===== src/rtl/gshare_branch_predictor_if.sv =====
// Fetch/update bundle between the IF/EX stages and the gshare branch predictor.
// master = pipeline side, slave = predictor side.
interface gshare_branch_predictor_if #(
  parameter int GHR_WIDTH = 5
);
  logic [31:0]          fetch_pc;
  logic                 fetch_valid;
  logic [31:0]          predicted_pc;
  logic                 predicted_taken;
  logic [GHR_WIDTH-1:0] fetch_ghr;

  logic                 update_valid;
  logic [31:0]          update_pc;
  logic                 update_is_cond;
  logic                 update_taken;
  logic [31:0]          update_target;
  logic [GHR_WIDTH-1:0] update_ghr;
  logic                 update_mispredict;

  modport master (
    output fetch_pc, fetch_valid,
    output update_valid, update_pc, update_is_cond, update_taken,
    output update_target, update_ghr, update_mispredict,
    input  predicted_pc, predicted_taken, fetch_ghr
  );

  modport slave (
    input  fetch_pc, fetch_valid,
    input  update_valid, update_pc, update_is_cond, update_taken,
    input  update_target, update_ghr, update_mispredict,
    output predicted_pc, predicted_taken, fetch_ghr
  );
endinterface


===== src/rtl/gshare_branch_predictor.sv =====
// Direct-mapped BTB plus 2-bit counter PHT. GSHARE_HISTORY_EN selects gshare
// indexing with speculative global history; otherwise plain bimodal indexing.
module gshare_branch_predictor #(
  parameter int INDEX_WIDTH = 5,
  parameter int GHR_WIDTH   = 5
) (
  input logic                     clk,
  input logic                     reset,
  gshare_branch_predictor_if.slave bp
);
  localparam int ENTRIES = 1 << INDEX_WIDTH;
  localparam int TAG_W   = 30 - INDEX_WIDTH;

  logic [ENTRIES-1:0] valid_q;
  logic [ENTRIES-1:0] valid_d;
  logic [1:0]         ctr_q [ENTRIES];
  logic [1:0]         ctr_d [ENTRIES];
  logic [TAG_W-1:0]   tag_q [ENTRIES];
  logic [31:0]        target_q [ENTRIES];
  logic [ENTRIES-1:0] cond_q;

  logic [INDEX_WIDTH-1:0] fetch_idx;
  logic [INDEX_WIDTH-1:0] upd_idx;
  logic [INDEX_WIDTH-1:0] fetch_pht_idx;
  logic [INDEX_WIDTH-1:0] upd_pht_idx;
  logic [TAG_W-1:0]       fetch_tag;
  logic [TAG_W-1:0]       upd_tag;

  logic       hit;
  logic       pred_taken;
  logic       btb_we;
  logic       pht_we;
  logic [1:0] ctr_cur;
  logic [1:0] ctr_upd;
  logic       unused_pc_lsb;

  assign fetch_idx = bp.fetch_pc[INDEX_WIDTH+1:2];
  assign fetch_tag = bp.fetch_pc[31:INDEX_WIDTH+2];
  assign upd_idx   = bp.update_pc[INDEX_WIDTH+1:2];
  assign upd_tag   = bp.update_pc[31:INDEX_WIDTH+2];
  assign unused_pc_lsb = ^{bp.fetch_pc[1:0], bp.update_pc[1:0]};

`ifdef GSHARE_HISTORY_EN
  logic [GHR_WIDTH-1:0]   ghr_q;
  logic [GHR_WIDTH-1:0]   ghr_d;
  logic [INDEX_WIDTH-1:0] ghr_ext;
  logic [INDEX_WIDTH-1:0] upd_ghr_ext;

  generate
    if (INDEX_WIDTH > GHR_WIDTH) begin : g_ghr_zext
      assign ghr_ext     = {{(INDEX_WIDTH-GHR_WIDTH){1'b0}}, ghr_q};
      assign upd_ghr_ext = {{(INDEX_WIDTH-GHR_WIDTH){1'b0}}, bp.update_ghr};
    end else begin : g_ghr_same
      assign ghr_ext     = ghr_q;
      assign upd_ghr_ext = bp.update_ghr;
    end
  endgenerate

  assign fetch_pht_idx = fetch_idx ^ ghr_ext;
  assign upd_pht_idx   = upd_idx ^ upd_ghr_ext;
  assign bp.fetch_ghr  = ghr_q;

  // A resolved mispredict rebuilds history from the snapshot it carried, which
  // supersedes any speculative shift from the wrong-path fetch this cycle.
  always_comb begin
    ghr_d = ghr_q;
    if (bp.update_valid && bp.update_mispredict) begin
      if (bp.update_is_cond)
        ghr_d = {bp.update_ghr[GHR_WIDTH-2:0], bp.update_taken};
      else
        ghr_d = bp.update_ghr;
    end else if (bp.fetch_valid && hit && cond_q[fetch_idx]) begin
      ghr_d = {ghr_q[GHR_WIDTH-2:0], pred_taken};
    end
  end

  always_ff @(posedge clk or posedge reset) begin
    if (reset) ghr_q <= '0;
    else       ghr_q <= ghr_d;
  end
`else
  logic unused_bimodal;

  assign fetch_pht_idx  = fetch_idx;
  assign upd_pht_idx    = upd_idx;
  assign bp.fetch_ghr   = '0;
  assign unused_bimodal = ^{bp.update_ghr, bp.update_mispredict, bp.fetch_valid};
`endif

  assign hit        = valid_q[fetch_idx] && (tag_q[fetch_idx] == fetch_tag);
  assign pred_taken = hit && (!cond_q[fetch_idx] || ctr_q[fetch_pht_idx][1]);

  assign bp.predicted_taken = pred_taken;
  assign bp.predicted_pc    = pred_taken ? target_q[fetch_idx] : bp.fetch_pc + 32'd4;

  assign btb_we  = bp.update_valid && bp.update_taken;
  assign pht_we  = bp.update_valid && bp.update_is_cond;
  assign ctr_cur = ctr_q[upd_pht_idx];

  always_comb begin
    ctr_upd = ctr_cur;
    if (bp.update_taken) begin
      if (ctr_cur != 2'b11) ctr_upd = ctr_cur + 2'b01;
    end else begin
      if (ctr_cur != 2'b00) ctr_upd = ctr_cur - 2'b01;
    end
  end

  genvar gi;
  generate
    for (gi = 0; gi < ENTRIES; gi++) begin : g_entry
      assign valid_d[gi] = valid_q[gi] | (btb_we && (upd_idx == INDEX_WIDTH'(gi)));
      assign ctr_d[gi]   = (pht_we && (upd_pht_idx == INDEX_WIDTH'(gi))) ? ctr_upd : ctr_q[gi];
    end
  endgenerate

  // Only valid bits and counters need clearing; tag/target/cond are qualified by valid.
  always_ff @(posedge clk or posedge reset) begin
    if (reset) begin
      valid_q <= '0;
      for (int i = 0; i < ENTRIES; i++) ctr_q[i] <= 2'b01;
    end else begin
      valid_q <= valid_d;
      ctr_q   <= ctr_d;
    end
  end

  always_ff @(posedge clk) begin
    if (btb_we) begin
      tag_q[upd_idx]    <= upd_tag;
      target_q[upd_idx] <= bp.update_target;
      cond_q[upd_idx]   <= bp.update_is_cond;
    end
  end
endmodule


===== src/flat_wrapper.sv =====
// flat-port wrapper written by rule: the top's interface ports become plain ports
module gshare_branch_predictor_flat 
#(
  parameter int INDEX_WIDTH = 5,
  parameter int GHR_WIDTH   = 5
)
  (clk, reset, bp_fetch_pc, bp_fetch_valid, bp_update_valid, bp_update_pc, bp_update_is_cond, bp_update_taken, bp_update_target, bp_update_ghr, bp_update_mispredict, bp_predicted_pc, bp_predicted_taken, bp_fetch_ghr);
  gshare_branch_predictor_if #(.GHR_WIDTH(GHR_WIDTH)) bp_i ();
  input logic clk;
  input logic reset;
  input wire logic [$bits(bp_i.fetch_pc)-1:0] bp_fetch_pc;
  input wire logic [$bits(bp_i.fetch_valid)-1:0] bp_fetch_valid;
  input wire logic [$bits(bp_i.update_valid)-1:0] bp_update_valid;
  input wire logic [$bits(bp_i.update_pc)-1:0] bp_update_pc;
  input wire logic [$bits(bp_i.update_is_cond)-1:0] bp_update_is_cond;
  input wire logic [$bits(bp_i.update_taken)-1:0] bp_update_taken;
  input wire logic [$bits(bp_i.update_target)-1:0] bp_update_target;
  input wire logic [$bits(bp_i.update_ghr)-1:0] bp_update_ghr;
  input wire logic [$bits(bp_i.update_mispredict)-1:0] bp_update_mispredict;
  output wire logic [$bits(bp_i.predicted_pc)-1:0] bp_predicted_pc;
  output wire logic [$bits(bp_i.predicted_taken)-1:0] bp_predicted_taken;
  output wire logic [$bits(bp_i.fetch_ghr)-1:0] bp_fetch_ghr;
  assign bp_i.fetch_pc = bp_fetch_pc;
  assign bp_i.fetch_valid = bp_fetch_valid;
  assign bp_i.update_valid = bp_update_valid;
  assign bp_i.update_pc = bp_update_pc;
  assign bp_i.update_is_cond = bp_update_is_cond;
  assign bp_i.update_taken = bp_update_taken;
  assign bp_i.update_target = bp_update_target;
  assign bp_i.update_ghr = bp_update_ghr;
  assign bp_i.update_mispredict = bp_update_mispredict;
  assign bp_predicted_pc = bp_i.predicted_pc;
  assign bp_predicted_taken = bp_i.predicted_taken;
  assign bp_fetch_ghr = bp_i.fetch_ghr;
  gshare_branch_predictor #(.INDEX_WIDTH(INDEX_WIDTH), .GHR_WIDTH(GHR_WIDTH)) u_core (.clk(clk), .reset(reset), .bp(bp_i));
endmodule

===== config.mk =====
export PLATFORM = sky130hd
export DESIGN_NAME = gshare_branch_predictor_flat
export DESIGN_NICKNAME = d
export VERILOG_FILES = /design/src/rtl/gshare_branch_predictor_if.sv /design/src/rtl/gshare_branch_predictor.sv /design/src/flat_wrapper.sv
export SDC_FILE = /design/constraint.sdc
export NUM_CORES = 2
export LEC_CHECK = 0
export BUFFER_PORTS_ARGS = -buffer_cell sky130_fd_sc_hd__buf_4
export CAP_MARGIN = 10
export CORE_MARGIN = 4
export CORE_UTILIZATION = 40
export DETAILED_ROUTE_END_ITERATION = 10
export MAX_ROUTING_LAYER = met4
export PLACE_DENSITY = 0.61
export SYNTH_ARGS = -nofsm -noshare
export SYNTH_HDL_FRONTEND = slang
export SYNTH_SLANG_ARGS = --single-unit

===== constraint.sdc =====
create_clock -name clk -period 3.9 [get_ports clk]
set_clock_uncertainty 0.1 [all_clocks]
set_input_delay 0 -clock clk [delete_from_list [all_inputs] [get_ports clk]]
set_output_delay 0 -clock clk [all_outputs]
set_load 0.02 [all_outputs]

==> metrics.txt <==
RSZ-0062 raised after global routing=true; Max VDD drop=0.459 mV; leakage power=29.2 nW; final hold vios=0; I/O Pins=146; die width=445 microns; total grt overflow=0; pre-CTS setup slack=-0.264 ns; failing checks=setup timing; die height=445 microns; First-pass DRT Iterations=7; vias in the first global route=38521; largest net degree at the start of global routing=116; Finished Cell Area=89800 sq um; Slew HR=26.4%; first-pass GRT wire length=299000 microns; CP Cell Sequence=mux4_2 -> mux2_4 -> o2bb2ai_2 -> a211oi_2 -> buf_4 -> xor2_1 -> nand4_1 -> nor4_4 -> buf_4 -> nand4_4 -> clkinv_4 -> clkbuf_16 -> and3_1 -> a21oi_2 -> buf_4 -> buf_4; Max Cap Viol=0; Distinct cells, synth=65; DRC viols=0; initial core utilization=40.2%; Clock Power Share=41.6%; routed length per placed instance=32.0 microns; WP data required=3.80 ns; Cell Count Post-Placement=6183; Sw Share=21.2%; Post-synth EDFFs=1856; fin crit share=108%; area occupied by multi-input gates=17500 sq um; Achievable Freq=237 MHz; Flop pwr share=52.4%; I/O Buffers=131; Worst Tran Pin Value=1.10 ns; share of flip-flops with an asynchronous set or reset=4.92%; Worst Path Max Fanout=4; Hold Crit Class=in2reg; nets@finish=4052; non-filler cells, final=6628; area grow syn2layout=17.7%; fin crit period=4.23 ns; FILL cells=15444; cell mode on critical path=buf_4; CTS tree=built; final worst setup slack=-0.327 ns; htree depth=4; Clock Latency Late Sink=0.81 ns; Cell Rows=160; via count=38545; power density cells=495 nW/um^2; Top Layer Used=met4; Clock Tree Root=clkbuf_16; Syn. warnings=0; met3 wire length=13200 microns; WP data arrival=4.13 ns; Final Setup Violations=33; crit-path max cell delay=0.48 ns; Max clock buf depth=3; Syn Inst Count=3485; CP max-delay cell=mux4_2; status=finished with violations; post-synthesis sequential area ratio=76.2%; Routed met2 length=107000 microns; Gate power share=5.9%; M1 WL=85700 microns; clk slew on worst S/H paths=0.06 ns; GRT Resource Usage Total=21.9%; Antenna Nets Post-Route=0; Post-DP Area=82400 sq um; internal power=0.0351 W; Netlist Area Pre-Place=76300 sq um; DPL Wire Length=116000 microns; Die ar.=198000 sq um; Switch Pwr=0.00941 W; initial antenna violation count=17; CTS Buf Count=195; final wirelength=212000 microns; Avg Cell Area, Syn=21.9 sq um; Register Area=58200 sq um; Core ar.=190000 sq um; type of the worst setup path=reg2out; Slew Viols, Final=0; final setup TNS=-6.73 ns; initial DRC count=4681; Setup crit end kind=output pin; main flop type after synthesis=edfxtp_1; Clock Sinks=1952; routability cong.=0.801; share of cells above drive strength 1=33.1%; Vias/cell=5.82; Setup crit start kind=flip-flop; FF+latch count, synth=1952
-- cells in the mapped netlist (3+ instances only) --
cell type | n | area share [%]
a211o_1 | 3 | 0.034
a211oi_1 | 16 | 0.16
a21oi_1 | 51 | 0.33
a221oi_1 | 11 | 0.13
a22o_1 | 6 | 0.069
a22oi_1 | 43 | 0.42
a31oi_1 | 3 | 0.025
and2_1 | 8 | 0.066
and3_1 | 32 | 0.26
buf_1 | 4 | 0.020
buf_2 | 63 | 0.41
buf_4 | 35 | 0.34
buf_6 | 11 | 0.16
clkbuf_1 | 74 | 0.36
dfrtp_1 | 64 | 2.1
dfstp_2 | 32 | 1.1
edfxtp_1 | 1856 | 73
inv_1 | 12 | 0.059
mux2_2 | 71 | 1.0
mux2i_1 | 145 | 1.9
mux4_2 | 488 | 14
nand2_1 | 111 | 0.55
nand2b_1 | 5 | 0.041
nand3_1 | 25 | 0.16
nand3b_1 | 7 | 0.069
nand4_1 | 8 | 0.066
nor2_1 | 82 | 0.40
nor2b_1 | 15 | 0.12
nor3_1 | 3 | 0.020
o2111ai_1 | 3 | 0.034
o211ai_1 | 3 | 0.030
o21ai_0 | 15 | 0.098
o21ai_1 | 4 | 0.026
o221ai_1 | 27 | 0.31
o22ai_1 | 17 | 0.14
o32ai_1 | 9 | 0.10
or2_2 | 36 | 0.30
or3b_2 | 6 | 0.069
xnor2_1 | 22 | 0.25
xor2_1 | 29 | 0.33
-- per-stage QoR --
step                      power (W)  hold slack [ns]  util (%)
after floorplan              0.0252         -0.00113         -
after global placement       0.0263          -0.0679      43.4
after detailed placement     0.0263          -0.0657      43.4
after CTS                    0.0448          0.00859      47.2
after global routing         0.0458           0.0508      47.3
final                        0.0445           0.0760      47.3
-- state kept, by name, indices dropped and copies added, names as in the netlist --
signal and cells:
u_core.target_q 1024, u_core.ctr_q 64, u_core.cond_q 32, u_core.valid_q 32, u_core.tag_q 800
-- logic make-up (layout without fill, tap and decap cells) --
family / after synthesis / count (layout) / synth area share [%]
flip-flops: 1952 / 1952 / 76.2
multiplexers: 705 / 705 / 17.4
AND/OR/NAND/NOR: 351 / 351 / 2.33
AO/OA/AOI/OAI: 220 / 220 / 2.01
buffers and inverters: 202 / 817 / 1.39
XOR/XNOR: 51 / 51 / 0.585
adder cells (fa/ha/maj): 3 / 3 / 0.0426
other: 1 / 18 / 0.00491
-- power by group through the flow --
stage                     Sequential (W)  Clock (W)  Combinational [W]
after floorplan                   0.0237          0            0.00145
after global placement            0.0237          0            0.00253
after detailed placement          0.0238          0            0.00256
after CTS                         0.0233     0.0188            0.00266
after global routing              0.0233     0.0197            0.00280
final                             0.0233     0.0185            0.00264
-- cells in the final DEF, fill, tap and decap left out, types with 35 or more instances in the layout --
cell type	instances
edfxtp_1	1856
mux4_2	489
buf_4	270
clkbuf_16	200
mux2i_1	145
nand2_1	111
buf_12	74
mux2_2	70
dlygate4sd3_1	68
dfrtp_1	64
nor2_1	50
clkinv_1	49
clkbuf_1	45
a22oi_1	43
or2_2	36
a21oi_1	35
-- cell type report --
class	instances	share of cell area (%)
diodes	13	0.0362
clock buffers	246	5.76
clock inverters	112	1.22
inverters	14	0.0724
multi-input cells	1335	19.5
flip-flops and latches	1952	64.8
well taps	2511	3.50
repair buffers	445	5.14
-- layer usage --
metal | up-vias | global-route usage [%]
met5 | - | -
met4 | 0 | 6.91
met3 | 325 | 2.85
met2 | 1534 | 35.3
met1 | 21138 | 29.1
li1 | 15548 | -
-- critical path, delay by kind of cell (launching register included) --
family | cells | cell delay, ns
buffers and inverters | 6 | 0.98
multiplexers | 2 | 0.77
AND/OR/NAND/NOR | 4 | 0.70
flip-flops | 1 | 0.38
AO/OA/AOI/OAI | 3 | 0.33
XOR/XNOR | 1 | 0.14
-- timing repair --
item | CTS | global route
pin swaps | 5 | 2
endpoints found under the hold margin | 2050 | 0
gates cloned | 2 | 1
setup buffers | 5 | 1
hold buffers | 68 | 0
resized for setup | 73 | 8
setup endpoints to repair | 33 | 33
-- path summary, 6_finish.rpt --
kind,endpoint,cells past startpoint,from,slack [ns]
worst min register to register,u_core.valid_q[0],1,u_core.valid_q[0],0.37
worst max-delay path,bp_predicted_pc[20],16,u_core.tag_q[19][6],-0.33
min in group asynchronous,u_core.ctr_q[55],4,reset,0.30
worst max register to register,u_core.ctr_q[13],5,u_core.ctr_q[33],0.74
max in group asynchronous,u_core.valid_q[28],5,reset,2.55
worst min-delay path,u_core.tag_q[15][4],2,bp_update_pc[11],0.08
No activity file was read; power rests on OpenSTA's default activity.
